===== src/rtl/timed_onehot_decoder.sv =====
// Registered N-to-2^N one-hot decoder with a programmable hold timer and load/ready handshake.
// Optional macro TIMED_DECODER_ACCUM_EN: a retrigger ORs the new bit into out instead of replacing it.
module timed_onehot_decoder #(
    parameter int SEL_W     = 3,
    parameter int NUM_OUT   = 8,
    parameter int CNT_W     = 16,
    parameter int RETRIGGER = 0
) (
    input  logic               clock,
    input  logic               reset,
    input  logic               load,
    output logic               ready,
    input  logic [SEL_W-1:0]   select,
    input  logic [CNT_W-1:0]   hold_cycles,
    input  logic               clear,
    output logic [NUM_OUT-1:0] out,
    output logic [SEL_W-1:0]   active_index,
    output logic               busy,
    output logic               expire,
    output logic               err
);

    typedef enum logic {
        IDLE   = 1'b0,
        ACTIVE = 1'b1
    } state_t;

    state_t             state_q, state_d;
    logic [NUM_OUT-1:0] out_q, out_d;
    logic [SEL_W-1:0]   active_index_q, active_index_d;
    logic               busy_q, busy_d;
    logic               expire_q, expire_d;
    logic               err_q, err_d;
    logic [CNT_W-1:0]   cnt_q, cnt_d;

    logic [NUM_OUT-1:0] sel_onehot;
    logic               sel_valid;
    logic               accept;

    // Decoding only to NUM_OUT lines means an out-of-range select yields all-zero,
    // which doubles as the range check.
    always_comb begin
        sel_onehot = '0;
        for (int i = 0; i < NUM_OUT; i++) begin
            sel_onehot[i] = (select == SEL_W'(i));
        end
        sel_valid = |sel_onehot;
    end

    assign ready  = ((state_q == IDLE) || (RETRIGGER != 0)) && !clear;
    assign accept = load && ready;

    always_comb begin
        state_d        = state_q;
        out_d          = out_q;
        active_index_d = active_index_q;
        busy_d         = busy_q;
        cnt_d          = cnt_q;
        expire_d       = 1'b0;
        err_d          = 1'b0;

        if (clear) begin
            state_d = IDLE;
            out_d   = '0;
            busy_d  = 1'b0;
            cnt_d   = '0;
        end else if (accept) begin
            if (sel_valid) begin
`ifdef TIMED_DECODER_ACCUM_EN
                out_d = (state_q == ACTIVE) ? (out_q | sel_onehot) : sel_onehot;
`else
                out_d = sel_onehot;
`endif
                active_index_d = select;
                busy_d         = 1'b1;
                cnt_d          = hold_cycles;
                state_d        = ACTIVE;
            end else begin
                // Rejected select consumes the handshake and freezes the timer for this cycle.
                err_d = 1'b1;
            end
        end else if (state_q == ACTIVE) begin
            if (cnt_q == CNT_W'(1)) begin
                state_d  = IDLE;
                out_d    = '0;
                busy_d   = 1'b0;
                expire_d = 1'b1;
                cnt_d    = '0;
            end else if (cnt_q != '0) begin
                cnt_d = cnt_q - CNT_W'(1);
            end
        end
    end

    always_ff @(posedge clock) begin
        if (reset) begin
            state_q        <= IDLE;
            out_q          <= '0;
            active_index_q <= '0;
            busy_q         <= 1'b0;
            expire_q       <= 1'b0;
            err_q          <= 1'b0;
            cnt_q          <= '0;
        end else begin
            state_q        <= state_d;
            out_q          <= out_d;
            active_index_q <= active_index_d;
            busy_q         <= busy_d;
            expire_q       <= expire_d;
            err_q          <= err_d;
            cnt_q          <= cnt_d;
        end
    end

    assign out          = out_q;
    assign active_index = active_index_q;
    assign busy         = busy_q;
    assign expire       = expire_q;
    assign err          = err_q;

endmodule


===== config.mk =====
export PLATFORM = sky130hd
export DESIGN_NAME = timed_onehot_decoder
export DESIGN_NICKNAME = d
export VERILOG_FILES = /design/src/rtl/timed_onehot_decoder.sv
export SDC_FILE = /design/constraint.sdc
export NUM_CORES = 1
export LEC_CHECK = 0
export BUFFER_PORTS_ARGS = -buffer_cell sky130_fd_sc_hd__buf_2
export CAP_MARGIN = 20
export CORE_MARGIN = 5
export CORE_UTILIZATION = 28
export DETAILED_ROUTE_END_ITERATION = 7
export MAX_ROUTING_LAYER = met4
export PLACE_DENSITY_LB_ADDON = 0.25
export SYNTH_ARGS = -nofsm -noshare
export SYNTH_HDL_FRONTEND = slang
export SYNTH_SLANG_ARGS = --single-unit

===== constraint.sdc =====
create_clock -name clock -period 1.64 [get_ports clock]
set_input_delay 0.082 -clock clock [delete_from_list [all_inputs] [get_ports clock]]
set_output_delay 0.082 -clock clock [all_outputs]
set_load 0.03 [all_outputs]

## After elaboration in Yosys (flattened, before gate mapping)

Index checks and enable logic that the tools add are counted.

| word-level totals | value |
|---|---|
| register bits after elaboration | 31 |
| bits of input ports | 23 |
| output and inout port bits | 15 |
| logic and storage cells | 53 |

| operators by class | value |
|---|---|
| add/subtract/negate cells | 1 |
| equal/unequal tests | 9 |
| muxes and demuxes | 18 |
| bitwise gates (word level) | 3 |
| reductions and logical operators | 15 |

Operator list:

| operator | count |
|---|---|
| $mux 16 | 5 |
| $mux 8 | 4 |
| $eq 16x1->1 const B | 1 |
| $reduce_bool 16->1 | 1 |
| $sub 16x1->16 const B | 1 |
| $eq 3x3->1 const B | 4 |
| $mux 1 | 9 |
| $reduce_and 3->1 | 3 |
| $reduce_or 8->1 | 1 |
| $eq 3x2->1 const B | 2 |
| $reduce_bool 2->1 | 2 |
| $reduce_or 4->1 | 1 |
| $eq 3x1->1 const B | 1 |
| $logic_not 3->1 | 1 |
| $not 1->1 | 3 |
| $reduce_bool 3->1 | 1 |
| $reduce_or 3->1 | 1 |
| $logic_and 1x1->1 | 2 |
| $ne 2x2->1 const B | 1 |
| $reduce_or 2->1 | 1 |
| $logic_not 1->1 | 1 |

## Longest topological paths before layout

| logic depth | value |
|---|---|
| word-level depth | 5 |
| mapped depth | 9 |
| depth with buffers taken out | 7 |

## Worst setup path after synthesis

OpenSTA, ideal clock, no wires.

| timing | value |
|---|---|
| kind | register to register |
| start | register cnt_q[1] |
| end | register out_q[1], in the netlist out[1] |
| setup time | 65 ps |
| data arrival time | 1697 ps |
| required time | 1575 ps |
| path slack | -122 ps |
| cell stages (with the launch flop) | 9 |
| path buffers | 1 |
| clock period less this slack | 1762 ps |
| path through | dfxtp_1 > inv_1 > ha_1 > nor3b_1 > and4_1 > buf_4 > a21oi_1 > a22oi_1 > nor2_1 |

| on the way | value |
|---|---|
| word-level cells in the longest chain between the ends | 3 |

Ends and longest elaborated chain:

| element | line | RTL |
|---|---|---|
| from (decl) | 34 | `logic [CNT_W-1:0] cnt_q, cnt_d;` |
| from (signal assigned) | 111 | `cnt_q <= cnt_d;` |
| $eq 16x1->1 | 83 | `if (cnt_q == CNT_W'(1)) begin` |
| $reduce_bool 2->1 (no source line) | -- |  |
| $reduce_and 3->1 (no source line) | -- |  |
| to (signal assigned) | 106 | `out_q <= out_d;` |
| to (decl) | 29 | `logic [NUM_OUT-1:0] out_q, out_d;` |

Every way passes these cells.
A chain may end at the register's enable or synchronous reset.

## Worst setup path in the final report

| timing | value |
|---|---|
| start | register cnt_q[15] |
| end | register cnt_q[4] |

| on the way | value |
|---|---|
| word-level cells in the longest chain between the ends | 4 |
| elaborated cells between the ends (all ways) | 7 |
| classes of those cells | eq/ne: 1; mux: 3; reduce/logical: 3 |

Ends and longest elaborated chain:

| element | line | RTL |
|---|---|---|
| $eq 16x1->1 | 83 |  |
| $mux 16 | 83 |  |
| $mux 16 | 82 | `end else if (state_q == ACTIVE) begin` |
| $mux 16 | 67 | `end else if (accept) begin` |

Several ways; a longest one is shown, not always the timed one. The select of a mux whose other input is x is not followed.

==> impl_metrics.tcl <==
set metrics [dict create \
    cp_max_fo 8 \
    numCtsBuffers 5 \
    crit_type "reg2reg" \
    ys_seq_area_share_pct 35.3 \
    grt_start_max_net_pins 26 \
    ys_types 48 \
    drive_above_1_share_pct 50.2 \
    place_hpwl_um 3690 \
    synth_most_common_cell "dfxtp_1" \
    num_vias 1893 \
    crit_path_top_delay_cell "dfxtp_2" \
    synth_edf_count 0 \
    die_x_um 89.3 \
    die_area_um2 7970 \
    max_slew.worst_pin.slew_ns 0.521 \
    fmax_mhz 590 \
    die_y_um 89.3 \
    placed_area_um2 2250 \
    end_kind "flip-flop" \
    finalHoldViolations 0 \
    synth_seq_cells 31 \
    p_leak_nw 1.09 \
    insertedDiodeCount 0 \
    detail_route.first_pass.iterations 4 \
    clkLatencyLatePin_ns 0.29 \
    synth_common_cells "dfxtp_1 (31), nand2_1 (30), a21oi_1 (28)" \
    postCtsHoldBufs 0 \
    synth-main-ff-cell "dfxtp_1" \
    grt_pass1_vias 1906 \
    netlist_instances 209 \
    setup_viol 14 \
    clockRootBuffer "clkbuf_8" \
    drv_cap 0 \
    cts.sinks 31 \
    cp-start-kind "flip-flop" \
    clkTransAtPathRegs_ns 0.07 \
    finalWorstSetupSlack_ns -0.0544 \
    antenna_found_initial 0 \
    drcViolationCount 0 \
    ir_worst_vdd_mv 0.434 \
    cp_common_cell "buf_12" \
    period_minus_slack_ns 1.69 \
    power_per_cell_area_nw_per_um2 1150 \
    syn_to_final_growth_pct 50.4 \
    synth_top_area_share_pct 35.3 \
    dp_slack_ns -0.196 \
    overflow 0 \
    n_fill_cell 606 \
    required_ns 1.85 \
    synth.area.top_cells "dfxtp_1 (35%), a21oi_1 (8.0%), nand2_1 (6.4%), a32oi_1 (4.5%), o32ai_1 (4.5%)" \
    cts_tree "done" \
    hold_class "in2reg" \
    rsz0062_at_grt "true" \
    max_slew_margin_pct 65.3 \
    io_buffers 37 \
    drtIter0Drc 158 \
    core_area_um2 6030 \
    track_usage_pct 15.4 \
    violations "setup timing" \
    totalWireLength_um 5700 \
    finalSetupTns_ns -0.361 \
    path_cells "nor4_4 -> buf_4 -> nand4b_4 -> o22ai_4 -> buf_12 -> buf_12 -> a211oi_2 -> nor3_1" \
    clock_path_buffers 2 \
    yosysWarnings 0 \
    final_cells 358 \
    cts_max_level 2 \
    fin_area_um2 2650 \
    slowest_delay_ns 0.34 \
    wl_per_cell_um 15.9 \
    ant_nets 0 \
    num-nets-final 308 \
    fin_skew_ns 0.0107 \
    arrival_ns 1.90 \
    slew_viol_final 0 \
    dp.cells 341 \
    synthArstFlopShare_pct 0 \
    num_rows 28 \
    io_pins 38 \
    viasPerCell 5.29 \
    timing.final.crit_share_pct 103 \
    mappedNetlistArea_um2 1760 \
    grt_pass1_wl_um 9160 \
    outcome "finished, violations left" \
    initial_utilization_pct 29.2 \
    place_congestion 0.796 \
    syn_avg_cell_area_um2 8.42 \
    synth_fp_nets 235 \
    synth_area_leader_cell "dfxtp_1" \
]
## power by group
part	switching [mW]	internal (mW)	leakage [nW]	total, mW
Combinational	0.754	0.748	0.781	1.50
Sequential	0.0454	0.800	0.256	0.846
Clock	0.307	0.382	0.0505	0.689
## kinds of logic after synthesis
kind of cell / count (synthesis) / share of synthesized area [%]
flops: 31 / 35.3
other cells: 1 / 0.213
fa+ha+maj: 3 / 2.13
compound gates: 69 / 27.8
buf+inv: 18 / 5.76
simple gates: 87 / 28.9
## layout make-up
type	count	area, um2	share of cell area (%)
clock buffers	7	96.3	3.64
clock inverters	1	7.51	0.284
inverters	3	11.3	0.425
multi-input cells	161	1220	46.3
flip-flops and latches	31	632	23.9
well taps	75	93.8	3.54
repair buffers	80	582	22.0
## routing by layer
layer / track usage (%) / share of wire, %
met1: 18.8 / 46
met2: 24.2 / 49
met3: 3.41 / 3.3
met4: 6.77 / 1.6
met5: - / 0
## placed cells by master, fill, tap and decap left out, types with 3 or more instances in the layout
cell      instances
buf_2            37
buf_4            35
nand2_1          29
dfxtp_1          22
a21oi_1          20
nor2_1           16
dfxtp_2           9
a32oi_1           8
clkbuf_8          7
a21oi_2           6
o32ai_1           6
nor3_1            5
buf_12            5
or2_2             3
nor4_4            3
nand4_1           3
nor2_4            3
o32ai_2           3
o211ai_1          3
buf_6             3
## final timing paths
check	to	start	cells after the start	slack, ns
worst max-delay path	cnt_q[4]	cnt_q[15]	8	-0.05
worst min-delay path	active_index[0]	reset	2	0.02
worst max register to register	cnt_q[4]	cnt_q[15]	8	-0.05
worst min register to register	active_index[1]	active_index[1]	2	0.45
## worst max-delay path, delay by kind of cell, from the launching register on
family	cells	cell delay, ns
buf+inv	3	0.46
flops	1	0.34
simple gates	3	0.60
compound gates	2	0.22
## through the flow
step | utilization, % | hold slack [ns] | total power, mW
floorplan | - | 0.151 | 1.58
global placement | 37.3 | 0.324 | 1.97
detailed placement | 37.3 | 0.322 | 1.96
CTS | 42.0 | 0.0153 | 2.90
global route | 43.9 | 0.0242 | 3.21
finish | 43.9 | 0.0206 | 3.04
## flip-flops by register name, summed over array words and instances (netlist names)
signal	cells
expire	1
out	8
active_index	3
state_q	1
err	1
cnt_q	16
busy	1
## timing repair
action                                  in CTS  in global routing
pin swaps                                   12                 15
cloned                                       2                  0
buffers inserted                             7                  2
resized for setup                           23                 25
endpoints found under the setup margin      21                 25
No activity file was read; power rests on OpenSTA's default activity.
